`config.mk`:
```
export PLATFORM = sky130hd
export DESIGN_NAME = multdiv_step_counter
export DESIGN_NICKNAME = d
export VERILOG_FILES = /design/src/rtl/multdiv_pkg.sv /design/src/rtl/multdiv_dffr_bank.sv /design/src/rtl/multdiv_step_counter.sv
export SDC_FILE = /design/constraint.sdc
export NUM_CORES = 1
export LEC_CHECK = 0
export BUFFER_PORTS_ARGS = -buffer_cell sky130_fd_sc_hd__clkbuf_2
export CORE_AREA = 3 3 40 42
export DETAILED_ROUTE_END_ITERATION = 10
export DIE_AREA = 0 0 43 45
export REMOVE_ABC_BUFFERS = 1
export SLEW_MARGIN = 0
export SYNTH_ARGS = -nofsm -noshare
export SYNTH_HDL_FRONTEND = slang
export SYNTH_SLANG_ARGS = --single-unit
```
`constraint.sdc`:
```
create_clock -name clock -period 2.6 [get_ports clock]
set_input_delay 0.52 -clock clock [delete_from_list [all_inputs] [get_ports clock]]
set_output_delay 0.52 -clock clock [all_outputs]
set_load 0.005 [all_outputs]
```
`src/rtl/multdiv_pkg.sv`:
```
// Shared constants and helpers for the multdiv step counter.
// Optional load port pair is enabled by MULTDIV_CNT_LOAD_EN.
package multdiv_pkg;

    localparam int MDCNT_STATE_W = 2;
    localparam int MDCNT_CMP_W   = 32;

    localparam logic [MDCNT_STATE_W-1:0] MDCNT_IDLE = 2'b00;
    localparam logic [MDCNT_STATE_W-1:0] MDCNT_RUN  = 2'b01;

    function automatic logic mdcnt_terminal(
        input logic [MDCNT_CMP_W-1:0] count,
        input logic [MDCNT_CMP_W-1:0] max
    );
        return count == max;
    endfunction

endpackage

```
`src/rtl/multdiv_dffr_bank.sv`:
```
// WIDTH-bit flop bank, asynchronous active-low reset to zero.
// Used for the count register and the state/done register.
module multdiv_dffr_bank #(
    parameter int WIDTH = 1
) (
    input  logic             i_clk,
    input  logic             i_rst_n,
    input  logic [WIDTH-1:0] i_d,
    output logic [WIDTH-1:0] o_q
);

    logic [WIDTH-1:0] r_q;

    always_ff @(posedge i_clk or negedge i_rst_n) begin
        if (!i_rst_n) begin
            r_q <= '0;
        end else begin
            r_q <= i_d;
        end
    end

    assign o_q = r_q;

endmodule

```
`src/rtl/multdiv_step_counter.sv`:
```
// Step counter for the multdiv sequencer: IDLE/RUN, stall, clear, wrap.
// Define MULTDIV_CNT_LOAD_EN to add the load/load_value ports.
module multdiv_step_counter
    import multdiv_pkg::*;
#(
    parameter int WIDTH     = 5,
    parameter int MAX_COUNT = 31,
    parameter int WRAP      = 0
) (
    input  logic             clock,
    input  logic             reset_n,
    input  logic             clear,
    input  logic             start,
    input  logic             stall,
`ifdef MULTDIV_CNT_LOAD_EN
    input  logic             load,
    input  logic [WIDTH-1:0] load_value,
`endif
    output logic [WIDTH-1:0] count,
    output logic             busy,
    output logic             last,
    output logic             done
);

    if (WIDTH < 1) begin : g_bad_width
        $error("multdiv_step_counter: WIDTH must be >= 1");
    end

    if (MAX_COUNT < 1 ||
        longint'(MAX_COUNT) > ((longint'(1) << WIDTH) - 1)) begin : g_bad_max
        $error("multdiv_step_counter: MAX_COUNT out of range");
    end

    localparam logic [WIDTH-1:0] MAX_C = WIDTH'(MAX_COUNT);

    logic [MDCNT_STATE_W-1:0] r_state;
    logic [MDCNT_STATE_W-1:0] w_state_nxt;
    logic                     r_done;
    logic                     w_done_nxt;
    logic [WIDTH-1:0]         r_count;
    logic [WIDTH-1:0]         w_count_nxt;
    logic                     w_term;

    assign w_term = mdcnt_terminal(MDCNT_CMP_W'(r_count),
                                   MDCNT_CMP_W'(MAX_COUNT));

`ifdef MULTDIV_CNT_LOAD_EN
    logic [WIDTH-1:0] w_load_val;

    assign w_load_val = (load_value > MAX_C) ? MAX_C : load_value;
`endif

    multdiv_dffr_bank #(
        .WIDTH (WIDTH)
    ) u_count_q (
        .i_clk   (clock),
        .i_rst_n (reset_n),
        .i_d     (w_count_nxt),
        .o_q     (r_count)
    );

    multdiv_dffr_bank #(
        .WIDTH (MDCNT_STATE_W + 1)
    ) u_ctrl_q (
        .i_clk   (clock),
        .i_rst_n (reset_n),
        .i_d     ({w_state_nxt, w_done_nxt}),
        .o_q     ({r_state, r_done})
    );

    always_comb begin
        w_state_nxt = r_state;
        w_count_nxt = r_count;
        w_done_nxt  = 1'b0;
        if (clear) begin
            w_state_nxt = MDCNT_IDLE;
            w_count_nxt = '0;
`ifdef MULTDIV_CNT_LOAD_EN
        end else if (load) begin
            w_state_nxt = MDCNT_RUN;
            w_count_nxt = w_load_val;
`endif
        end else begin
            unique case (r_state)
                MDCNT_IDLE: begin
                    w_count_nxt = '0;
                    if (start) begin
                        w_state_nxt = MDCNT_RUN;
                    end
                end
                MDCNT_RUN: begin
                    if (!stall) begin
                        if (w_term) begin
                            w_done_nxt  = 1'b1;
                            w_count_nxt = '0;
                            w_state_nxt = (WRAP != 0) ? MDCNT_RUN
                                                      : MDCNT_IDLE;
                        end else begin
                            w_count_nxt = r_count + WIDTH'(1);
                        end
                    end
                end
                // codes 2 and 3 are unreachable; fall back to IDLE
                default: begin
                    w_state_nxt = MDCNT_IDLE;
                    w_count_nxt = '0;
                end
            endcase
        end
    end

    always_comb begin
        count = r_count;
        busy  = (r_state == MDCNT_RUN);
        last  = (r_state == MDCNT_RUN) && w_term;
        done  = r_done;
    end

endmodule

```
==> metrics.txt, run 1 <==
max frequency 480.3 MHz; critical path fanouts, max 6; vias in the first global route 280; initial antenna violation count 0; Util after Layout about a third; Avg Cell Area, Syn approximately 11 sq um; CTS Hold Buffers Added 0; worst r2r path cells 5; Total GRT Usage 7.983%; Max Cap Viol 0; hold_ws approximately 0.10 ns; top cell type's share of synthesized area 48.78%; first-pass GRT wire length 1104 um; Syn. warnings 0; cell area after synthesis ~360 sq um; first-iteration detailed-routing DRC count 3; Worst slew margin 84.33%; placed instance count 60; top cells by area, synth dfrtp_1 49%, ha_1 10%, mux2i_1 5.6%; CTS H-tree lvls 1; pin count of the biggest net entering global routing 11; Layout Skew about 0.0016 ns; Setup Buffers After CTS 0; Max IR drop VDD 215.6 uV; number of diodes 0; non-filler cells, final 64; share of post-route cells with drive strength above 1 30.61%; total negative slack 0 ns; Vias between 200 and 300; # IOs 13; Port Buffers 12; Setup CP Type reg -> out; Seq/Total Area, Yosys between 40% and 50%; die height 45 um; Post-route DRC 0; initial core utilization between 20% and 30%; # setup viols final 0; register clock-pin slew on the reported worst setup and hold paths 0.05 ns; routed wire length 673 um; type of the most critical hold path in -> async; unrepaired setup endpoints after global routing false; Power Density 492.4 mW/mm^2; critical path required time 2.08 ns; Num CTS Buffers 3; Slew Viols, Final 0; CTS Buffer Depth 2; outcome completed; Root Buffer clkbuf_4; Final Wtd Congestion 0.7479; Row Count 13; CORE AREA 0.001285 sq mm; Synth Register Bits 7; Detail Route Antenna Nets 0; Congestion Overflow GR 0; Wirelength per Cell approximately 11 um; Clock Latency Late Sink 0.24 ns; Fillers 139; Synth area leader dfrtp_1; drt first pass iters 3; Die Wd 43 um; minimum clock period between 2 and 2.5 ns; detailed placement HPWL 517.1 um; post_cts resized 0; Layout Nets 58; CTS tree yes; gate count after technology mapping 34; CTS sink count 7; Yosys cell types 17; drt via density around 4.7; Worst EP arrival 1.56 ns; element type at the critical path start register; area delta synth->final 26.13%; leakage around 0.24 nW; fin crit share 80.08%; Hold Vio Cnt, Final 0; Slew @ Worst Pin 0.2351 ns; total die area 0.001935 sq mm; Worst Setup End Kind primary output
layer usage:
metal  part of all wire (%)  wire [um]  GRT usage [%]  vias to the layer above
met5                      0          0              0                        -
met4                      0          0          1.807                        0
met3                    9.5         64          6.773                        0
met2                     46        310          11.68                        8
met1                     44        298          8.911                      137
li1                       -          -              -                      153
layout by cell type, fill, tap and decap left out, types with 2 or more instances in the layout:
cell and n:
a21oi_1 3, clkbuf_2 12, clkbuf_4 3, dfrtp_1 7, ha_1 3, mux2i_1 2, nor2_1 5, nor3_1 2
o21ai_0 2
cell families (layout without fill, tap and decap cells):
kind of cell               after synthesis  count (layout)  synth area share (%)
and+or+nand+nor                         13              13                 19.87
adders and majority gates                3               3                 10.45
AOI/OAI and AO/OA                        7               7                 11.15
DFF                                      7               7                 48.78
muxes                                    2               2                 5.575
buffers and inverters                    2              17                 4.180
state kept, by name, indices dropped and copies added (netlist names):
signal / flops
u_count_q.o_q: 5
u_ctrl_q.o_q: 2
metrics by stage:
stage | power [mW] | instance area (sq um) | worst slack (ns)
detailed placement | 0.1304 | 426.7 | 0.7721
CTS | 0.2294 | 452.9 | 0.5075
finish | 0.2230 | 452.9 | 0.5179
global placement | 0.1302 | 426.7 | 0.7889
global route | 0.2377 | 452.9 | 0.4309
floorplan | 0.1203 | 347.8 | 0.8491
cells in the mapped netlist, drive strengths merged:
| cell type | count |
|---|---|
| mux2i | 2 |
| a21oi | 3 |
| a31oi | 1 |
| o21ai | 2 |
| nand4 | 1 |
| a311oi | 1 |
| and3 | 1 |
| or4b | 1 |
| dfrtp | 7 |
| nor2 | 5 |
| buf | 1 |
| inv | 1 |
| nand2b | 1 |
| ha | 3 |
| nor3 | 2 |
| nor3b | 1 |
| and2 | 1 |
path summary, 6_finish.rpt:
path | endpoint | startpoint | slack [ns]
max | last | u_count_q.o_q[0] | 0.52
min | u_ctrl_q.o_q[0] | reset_n | 0.10
max reg2reg | u_count_q.o_q[2] | u_count_q.o_q[0] | 0.76
min reg2reg | u_ctrl_q.o_q[1] | u_ctrl_q.o_q[1] | 0.55
max in group asynchronous | u_count_q.o_q[4] | reset_n | 2.33
min in group clock | u_ctrl_q.o_q[1] | clear | 0.43
power breakdown:
group / switching [mW] / internal [mW]
Clock: 0.0366 / 0.0583
Combinational: 0.00868 / 0.00620
Sequential: 0.00227 / 0.111
cell type report:
| class | instances | area [sq um] | area share (%) |
|---|---|---|---|
| sequential | 7 | 175.2 | 38.67 |
| multi-input combinational | 25 | 168.9 | 37.29 |
| timing repair buffer | 12 | 60.06 | 13.26 |
| clock buffer | 4 | 26.28 | 5.801 |
| tap | 15 | 18.77 | 4.144 |
| inverter | 1 | 3.754 | 0.8287 |
worst max-delay path, cell delays in order (launching register included):
cell and delay [ns]:
dfrtp_1 0.42, ha_1 0.24, and3_1 0.20, ha_1 0.21, and2_1 0.14, clkbuf_2 0.10
(Power assumes the default switching activity.)
==> run 2, diff against run 1 <==
--- a/config.mk
+++ b/config.mk
@@ -5,6 +5,7 @@
 export SDC_FILE = /design/constraint.sdc
 export NUM_CORES = 1
 export LEC_CHECK = 0
+export ABC_AREA = 1
 export BUFFER_PORTS_ARGS = -buffer_cell sky130_fd_sc_hd__clkbuf_2
 export CORE_AREA = 3 3 40 42
 export DETAILED_ROUTE_END_ITERATION = 10
==> constraint.sdc (replaced) <==
create_clock -name clock -period 1.8 [get_ports clock]
set_input_delay 0.36 -clock clock [delete_from_list [all_inputs] [get_ports clock]]
set_output_delay 0.36 -clock clock [all_outputs]
set_load 0.005 [all_outputs]
==> metrics.txt, run 2 <==
# setup viols final 0 (unchanged); area delta synth->final 42.28% (was 26.13%); # IOs 13 (unchanged); Post-synth ARST share 100.0% (unchanged); Layout Skew 0.001054 ns (was 0.001633 ns); cell area after synthesis 372.9 sq um (was 359.1 sq um); first-pass GRT wire length 1255 um (was 1104 um); leading cell type in the layout, fill and taps excluded clkbuf_2 (unchanged); leakage 0.2681 nW (was 0.2417 nW); register clock-pin slew on the reported worst setup and hold paths 0.05 ns (about the same); met2 usage 13.77% (was 11.68%); CTS sink count 7 (unchanged); Power Density 649.5 mW/mm^2 (was 492.4 mW/mm^2); element type at the critical path start register (unchanged); CTS H-tree lvls 1 (unchanged); Worst Setup End Kind primary output (unchanged); CP max-delay cell dfrtp_1 (unchanged); met3 Usage GRT 3.586% (was 6.773%); hold_ws 0.3347 ns (was 0.1033 ns); vias in the first global route 307 (was 280); Wirelength per Cell 10.28 um (was 10.52 um); Synth Register Bits 7 (unchanged); Num CTS Buffers 3 (unchanged); Post-synth EDFFs 0 (unchanged); Slew Viols, Final 0 (unchanged); total die area 0.001935 sq mm (unchanged); top cells by area, synth dfrtp_1 47%, ha_1 10%, nand2_1 8.1% (was dfrtp_1 49%, ha_1 10%, mux2i_1 5.6%); Total GRT Usage 9.807% (was 7.983%); Worst EP arrival 1.37 ns (was 1.56 ns); initial core utilization 29.02% (was 27.95%); Seq/Total Area, Yosys 46.98% (was 48.78%); routed wire length 812 um (was 673 um); drt via density 4.494 (was 4.656); Final Wtd Congestion 0.7387 (was 0.7479); die height 45 um (unchanged); crit-path cells ha_2 > nand2_2 > nor2_4 > ha_4 > nand2_2 > inv_2 > clkbuf_2 (was ha_1 > and3_1 > ha_1 > and2_1 > clkbuf_2); Max stage delay on crit path 0.37 ns (was 0.42 ns); share of post-route cells with drive strength above 1 40.63% (was 30.61%); Synth area leader dfrtp_1 (unchanged); Placed Area 451.7 sq um (was 426.7 sq um); max reg flops 5 (unchanged); count leader, synth nand2_1 (was dfrtp_1); Vias 355 (was 298); minimum clock period 1.734 ns; drt first pass iters 1 (was 3); Critical Path Most Common Cell nand2_2 (was ha_1); Setup CP Type reg -> out (unchanged); CTS tree yes (unchanged); Detail Route Antenna Nets 0 (unchanged); gate count after technology mapping 45 (was 34); Worst slew margin 86.54% (was 84.33%); Layout Nets 73 (was 58); Syn. warnings 0 (unchanged); Congestion Overflow GR 0 (unchanged); CTS Buffer Depth 2 (unchanged); Top Usage Layer GRT met2 (unchanged); critical path required time 1.44 ns (was 2.08 ns); detailed placement HPWL 638.1 um (was 517.1 um); Max IR drop VDD 270.1 uV (was 215.6 uV); first-iteration detailed-routing DRC count 0 (was 3); Post-synth top cells 8 x nand2_1, 7 x dfrtp_1, 7 x inv_1 (was 7 x dfrtp_1, 5 x nor2_1, 3 x a21oi_1, 3 x ha_1); main flop type after synthesis dfrtp_1 (unchanged); initial antenna violation count 0 (unchanged); Row Count 13 (unchanged); outcome completed (unchanged); total negative slack 0 ns (unchanged); Final Cell Area 530.5 sq um (was 452.9 sq um); type of the most critical hold path in -> reg (was in -> async); highest-count cells in the layout ignoring fill and taps 12 x clkbuf_2, 7 x dfrtp_1, 6 x inv_1, 6 x nand2_1, 5 x nor2_1 (was 12 x clkbuf_2, 7 x dfrtp_1, 5 x nor2_1); Yosys cell types 14 (was 17); Port Buffers 12 (unchanged); CORE AREA 0.001285 sq mm (unchanged); GRT met1 Usage 10.07% (was 8.911%); unrepaired setup endpoints after global routing true (was false); Die Wd 43 um (unchanged); Slew @ Worst Pin 0.2019 ns (was 0.2351 ns); Hold Vio Cnt, Final 0 (unchanged); Max Cap Viol 0 (unchanged); Clock Latency Late Sink 0.25 ns (was 0.24 ns); Avg Cell Area, Syn 8.286 sq um (was 10.56 sq um); number of diodes 0 (unchanged); Root Buffer clkbuf_4 (unchanged); critical path fanouts, max 3 (was 6); fin crit share 96.33%; Fillers 145 (was 139); pin count of the biggest net entering global routing 8 (was 11); Post-route DRC 0 (unchanged); max frequency 576.7 MHz; top cell type's share of synthesized area 46.98% (was 48.78%)
## run 2: changes by cell type in the layout (fill, tap and decap cells not counted), sizes merged, moves of 2 or more
cell   before  now
nor2        5    7
nand3       0    3
mux2i       2    0
inv         1    8
nand2       0    8
buf         0    2
## run 2: timing repair
action                                 in CTS  in global routing
hold buffers                                1                  0
pin swaps                                   0                  2
setup buffers                               1                  1
resized for setup                           2                  6
setup endpoints to repair                   1                  1
endpoints found under the hold margin       7                  0
## run 2: logic make-up after synthesis
group	synth area share (%)
buffers and inverters	8.054
and+or+nand+nor	23.82
DFF	46.98
AOI/OAI and AO/OA	11.07
adders and majority gates	10.07
## run 2: per-stage QoR
stage | utilization (%) | std cells | setup WS (ns) | power, mW
after CTS | 38.95 | 78 | 0.01636 | 0.3537
after floorplan | - | 45 | 0.4254 | 0.1830
after global routing | 41.29 | 79 | -0.02464 | 0.3660
after global placement | 35.15 | 72 | 0.2300 | 0.1995
final | 41.29 | 79 | 0.06610 | 0.3446
after detailed placement | 35.15 | 72 | 0.2319 | 0.1998
## run 2: per-layer routing
| layer | up-vias | share of wire (%) |
|---|---|---|
| met5 | - | 0 |
| met4 | 0 | 2.6 |
| met3 | 2 | 6.0 |
| met2 | 9 | 46 |
| met1 | 163 | 45 |
| li1 | 181 | - |
## run 2: critical path, delay by kind of cell (launching register included)
family,cells,cell delay [ns]
buffers and inverters,2,0.16
flip-flops,1,0.37
adder cells (fa/ha/maj),2,0.34
AND/OR/NAND/NOR,3,0.26
## run 2: area by class of cell
cell class	count	area, sq um	share of cell area (%)
Multi-Input combinational cell	30	195.2	36.79
Sequential cell	7	175.2	33.02
Timing Repair Buffer	15	85.08	16.04
Inverter	8	30.03	5.660
Clock buffer	4	26.28	4.953
Tap cell	15	18.77	3.538
## run 2: path summary, 6_finish.rpt
path / from / to / slack, ns / cells past startpoint
setup / recovery: u_count_q.o_q[1] / last / 0.07 / 7
hold / removal: clear / u_ctrl_q.o_q[0] / 0.33 / 2
setup reg to reg: u_count_q.o_q[1] / u_count_q.o_q[2] / 0.47 / 9
hold reg to reg: u_count_q.o_q[3] / u_count_q.o_q[3] / 0.56 / 2
max in group asynchronous: reset_n / u_ctrl_q.o_q[1] / 1.15 / 2
min in group asynchronous: reset_n / u_count_q.o_q[0] / 0.48 / 2
## run 2: power by group
part | internal (mW) | total (mW) | leakage, nW | switching [mW]
combinational | 0.0146 | 0.0347 | 0.157 | 0.0201
clock | 0.0847 | 0.144 | 0.0150 | 0.0593
sequential | 0.161 | 0.166 | 0.0956 | 0.00464
==> run 3, diff against run 2 <==
--- a/config.mk
+++ b/config.mk
@@ -5,7 +5,6 @@
 export SDC_FILE = /design/constraint.sdc
 export NUM_CORES = 1
 export LEC_CHECK = 0
-export ABC_AREA = 1
 export BUFFER_PORTS_ARGS = -buffer_cell sky130_fd_sc_hd__clkbuf_2
 export CORE_AREA = 3 3 40 42
 export DETAILED_ROUTE_END_ITERATION = 10
==> metrics.txt, run 3 (same netlist as run 1, synthesis figures left out) <==
outcome completed (unchanged); Clock Power Share 42.2% (was 41.8%); first-iteration detailed-routing DRC count 1 (was 0); Total GRT Usage 9.259% (was 9.807%); Max stage delay on crit path 0.38 ns (was 0.37 ns); total negative slack 0 ns (unchanged); Net Sw Power 71.16 uW (was 84.11 uW); part of the power in registers 49.8% (was 48.1%); Vias 316 (was 355); highest routed layer met3 (was met4); Max IR drop VDD 345.4 uV (was 270.1 uV); area delta synth->final 41.46% (was 42.28%); Setup CP Type reg -> out (unchanged); # IOs 13 (unchanged); Max Cap Viol 0 (unchanged); Row Count 13 (unchanged); critical path required time 1.44 ns (about the same); CTS Buffer Depth 2 (unchanged); share of post-route cells with drive strength above 1 41.51% (was 40.63%); CP max-delay cell dfrtp_1 (unchanged); CTS sink count 7 (unchanged); total die area 0.001935 sq mm (unchanged); Layout Skew 0.002925 ns (was 0.001054 ns); die height 45 um (unchanged); Power Density 644.5 mW/mm^2 (was 649.5 mW/mm^2); # setup viols final 0 (unchanged); Hold Vio Cnt, Final 0 (unchanged); Num CTS Buffers 3 (unchanged); number of diodes 0 (unchanged); Fillers 140 (was 145); Detail Route Antenna Nets 0 (unchanged); pin count of the biggest net entering global routing 11 (was 8); Root Buffer clkbuf_4 (unchanged); highest-count cells in the layout ignoring fill and taps 12 x clkbuf_2, 7 x dfrtp_1, 5 x nor2_1 (was 12 x clkbuf_2, 7 x dfrtp_1, 6 x inv_1, 6 x nand2_1, 5 x nor2_1); Die Wd 43 um (unchanged); drt first pass iters 2 (was 1); max reg flops 5 (unchanged); met1 WL 332 um (was 367 um); Detail Route met2 WL 354 um (was 373 um); initial core utilization 27.95% (was 29.02%); crit-path cells ha_2 > and3_4 > ha_4 > and2_4 > clkbuf_2 (was ha_2 > nand2_2 > nor2_4 > ha_4 > nand2_2 > inv_2 > clkbuf_2); Sw Share 21.73% (was 24.41%); Worst EP arrival 1.40 ns (was 1.37 ns); element type at the critical path start register (unchanged); routed wire length 755 um (was 812 um); leading cell type in the layout, fill and taps excluded clkbuf_2 (unchanged); max frequency 569.1 MHz (was 576.7 MHz); Slew @ Worst Pin 0.2372 ns (was 0.2019 ns); Congestion Overflow GR 0 (unchanged); Worst slew margin 84.19% (was 86.54%); placed instance count 63 (was 72); Port Buffers 12 (unchanged); logic gate share of total power 8.0% (was 10.1%); Clock Latency Late Sink 0.25 ns (about the same); first-pass GRT wire length 1262 um (was 1255 um); Final Wtd Congestion 0.7630 (was 0.7387); register clock-pin slew on the reported worst setup and hold paths 0.05 ns (about the same); Slew Viols, Final 0 (unchanged); non-filler cells, final 68 (was 79); Worst Setup End Kind primary output (unchanged); CTS H-tree lvls 1 (unchanged); leakage 0.2554 nW (was 0.2681 nW); Wirelength per Cell 11.10 um (was 10.28 um); detailed placement HPWL 552.6 um (was 638.1 um); initial antenna violation count 0 (unchanged); drt via density 4.647 (was 4.494); vias in the first global route 314 (was 307); Post-route DRC 0 (unchanged); minimum clock period 1.757 ns (was 1.734 ns); critical path fanouts, max 3 (unchanged); fin crit share 97.62% (was 96.33%); Layout Nets 62 (was 73); unrepaired setup endpoints after global routing true (unchanged); type of the most critical hold path in -> reg (unchanged); CTS tree yes (unchanged); Power Total 327.4 uW (was 344.6 uW); DR WL met3 69 um (was 49 um); Int Power 256.3 uW (was 260.4 uW); CORE AREA 0.001285 sq mm (unchanged)
==> run 3: cell types whose count changed in the layout (fill, tap and decap cells not counted), sizes merged, moves of 2 or more <==
cell,change
nand2,-8
mux2i,+2
inv,-7
nor2,-2
nand3,-3
==> run 3: path summary, 6_finish.rpt <==
path                                    end  slack [ns]  cells after the start        startpoint
min in group asynchronous   u_ctrl_q.o_q[1]        0.48                      2           reset_n
min reg2reg                 u_ctrl_q.o_q[1]        0.57                      1   u_ctrl_q.o_q[1]
min                         u_ctrl_q.o_q[1]        0.29                      2             clear
max                                    last        0.04                      5  u_count_q.o_q[1]
max reg2reg                u_count_q.o_q[2]        0.13                      5  u_count_q.o_q[1]
max in group asynchronous  u_count_q.o_q[1]        1.15                      2           reset_n
==> run 3: timing repair <==
action	4_1_cts	5_1_grt
buffers inserted	0	0
hold endpoints to repair	7	0
gates resized for setup	3	2
hold buffers	1	0
pin swaps	0	1
setup endpoints to repair	1	1
==> run 3: power by group through the flow <==
stage                     Clock [mW]  Sequential [mW]  Combinational [mW]
after global placement             0            0.165              0.0246
after global routing           0.156            0.163              0.0305
final                          0.138            0.163              0.0262
after CTS                      0.144            0.163              0.0265
after detailed placement           0            0.165              0.0247
after floorplan                    0            0.166             0.00788
==> run 3: worst max-delay path, delay by kind of cell, from the launching register on <==
family / cells / cell delay, ns
flops: 1 / 0.38
fa+ha+maj: 2 / 0.36
simple gates: 2 / 0.31
buf+inv: 1 / 0.10
==> run 3: area by class of cell <==
| class | instances | area (sq um) | share of cell area, % |
|---|---|---|---|
| Clock buffer | 4 | 26.28 | 5.172 |
| Inverter | 1 | 3.754 | 0.7389 |
| Multi-Input combinational cell | 25 | 191.4 | 37.68 |
| Sequential cell | 7 | 175.2 | 34.48 |
| Tap cell | 15 | 18.77 | 3.695 |
| Timing Repair Buffer | 16 | 92.59 | 18.23 |
==> run 3: layer usage <==
metal	GRT usage, %	vias up
met5	0	-
met4	1.807	0
met2	12.87	9
met3	7.570	0
met1	11.19	146
li1	-	161
==> run 3: through the flow <==
| stage | area (sq um) | worst slack, ns | utilization (%) | hold slack [ns] |
|---|---|---|---|---|
| 3_5_place_dp | 449.2 | 0.07498 | 34.96 | 0.2068 |
| 6_report | 508.0 | 0.04291 | 39.53 | 0.2854 |
| 3_3_place_gp | 449.2 | 0.1203 | 34.96 | 0.2075 |
| 4_1_cts | 495.5 | 0.006458 | 38.56 | 0.2661 |
| 2_1_floorplan | 347.8 | 0.04910 | - | 0.06441 |
| 5_1_grt | 508.0 | -0.01738 | 39.53 | 0.2791 |
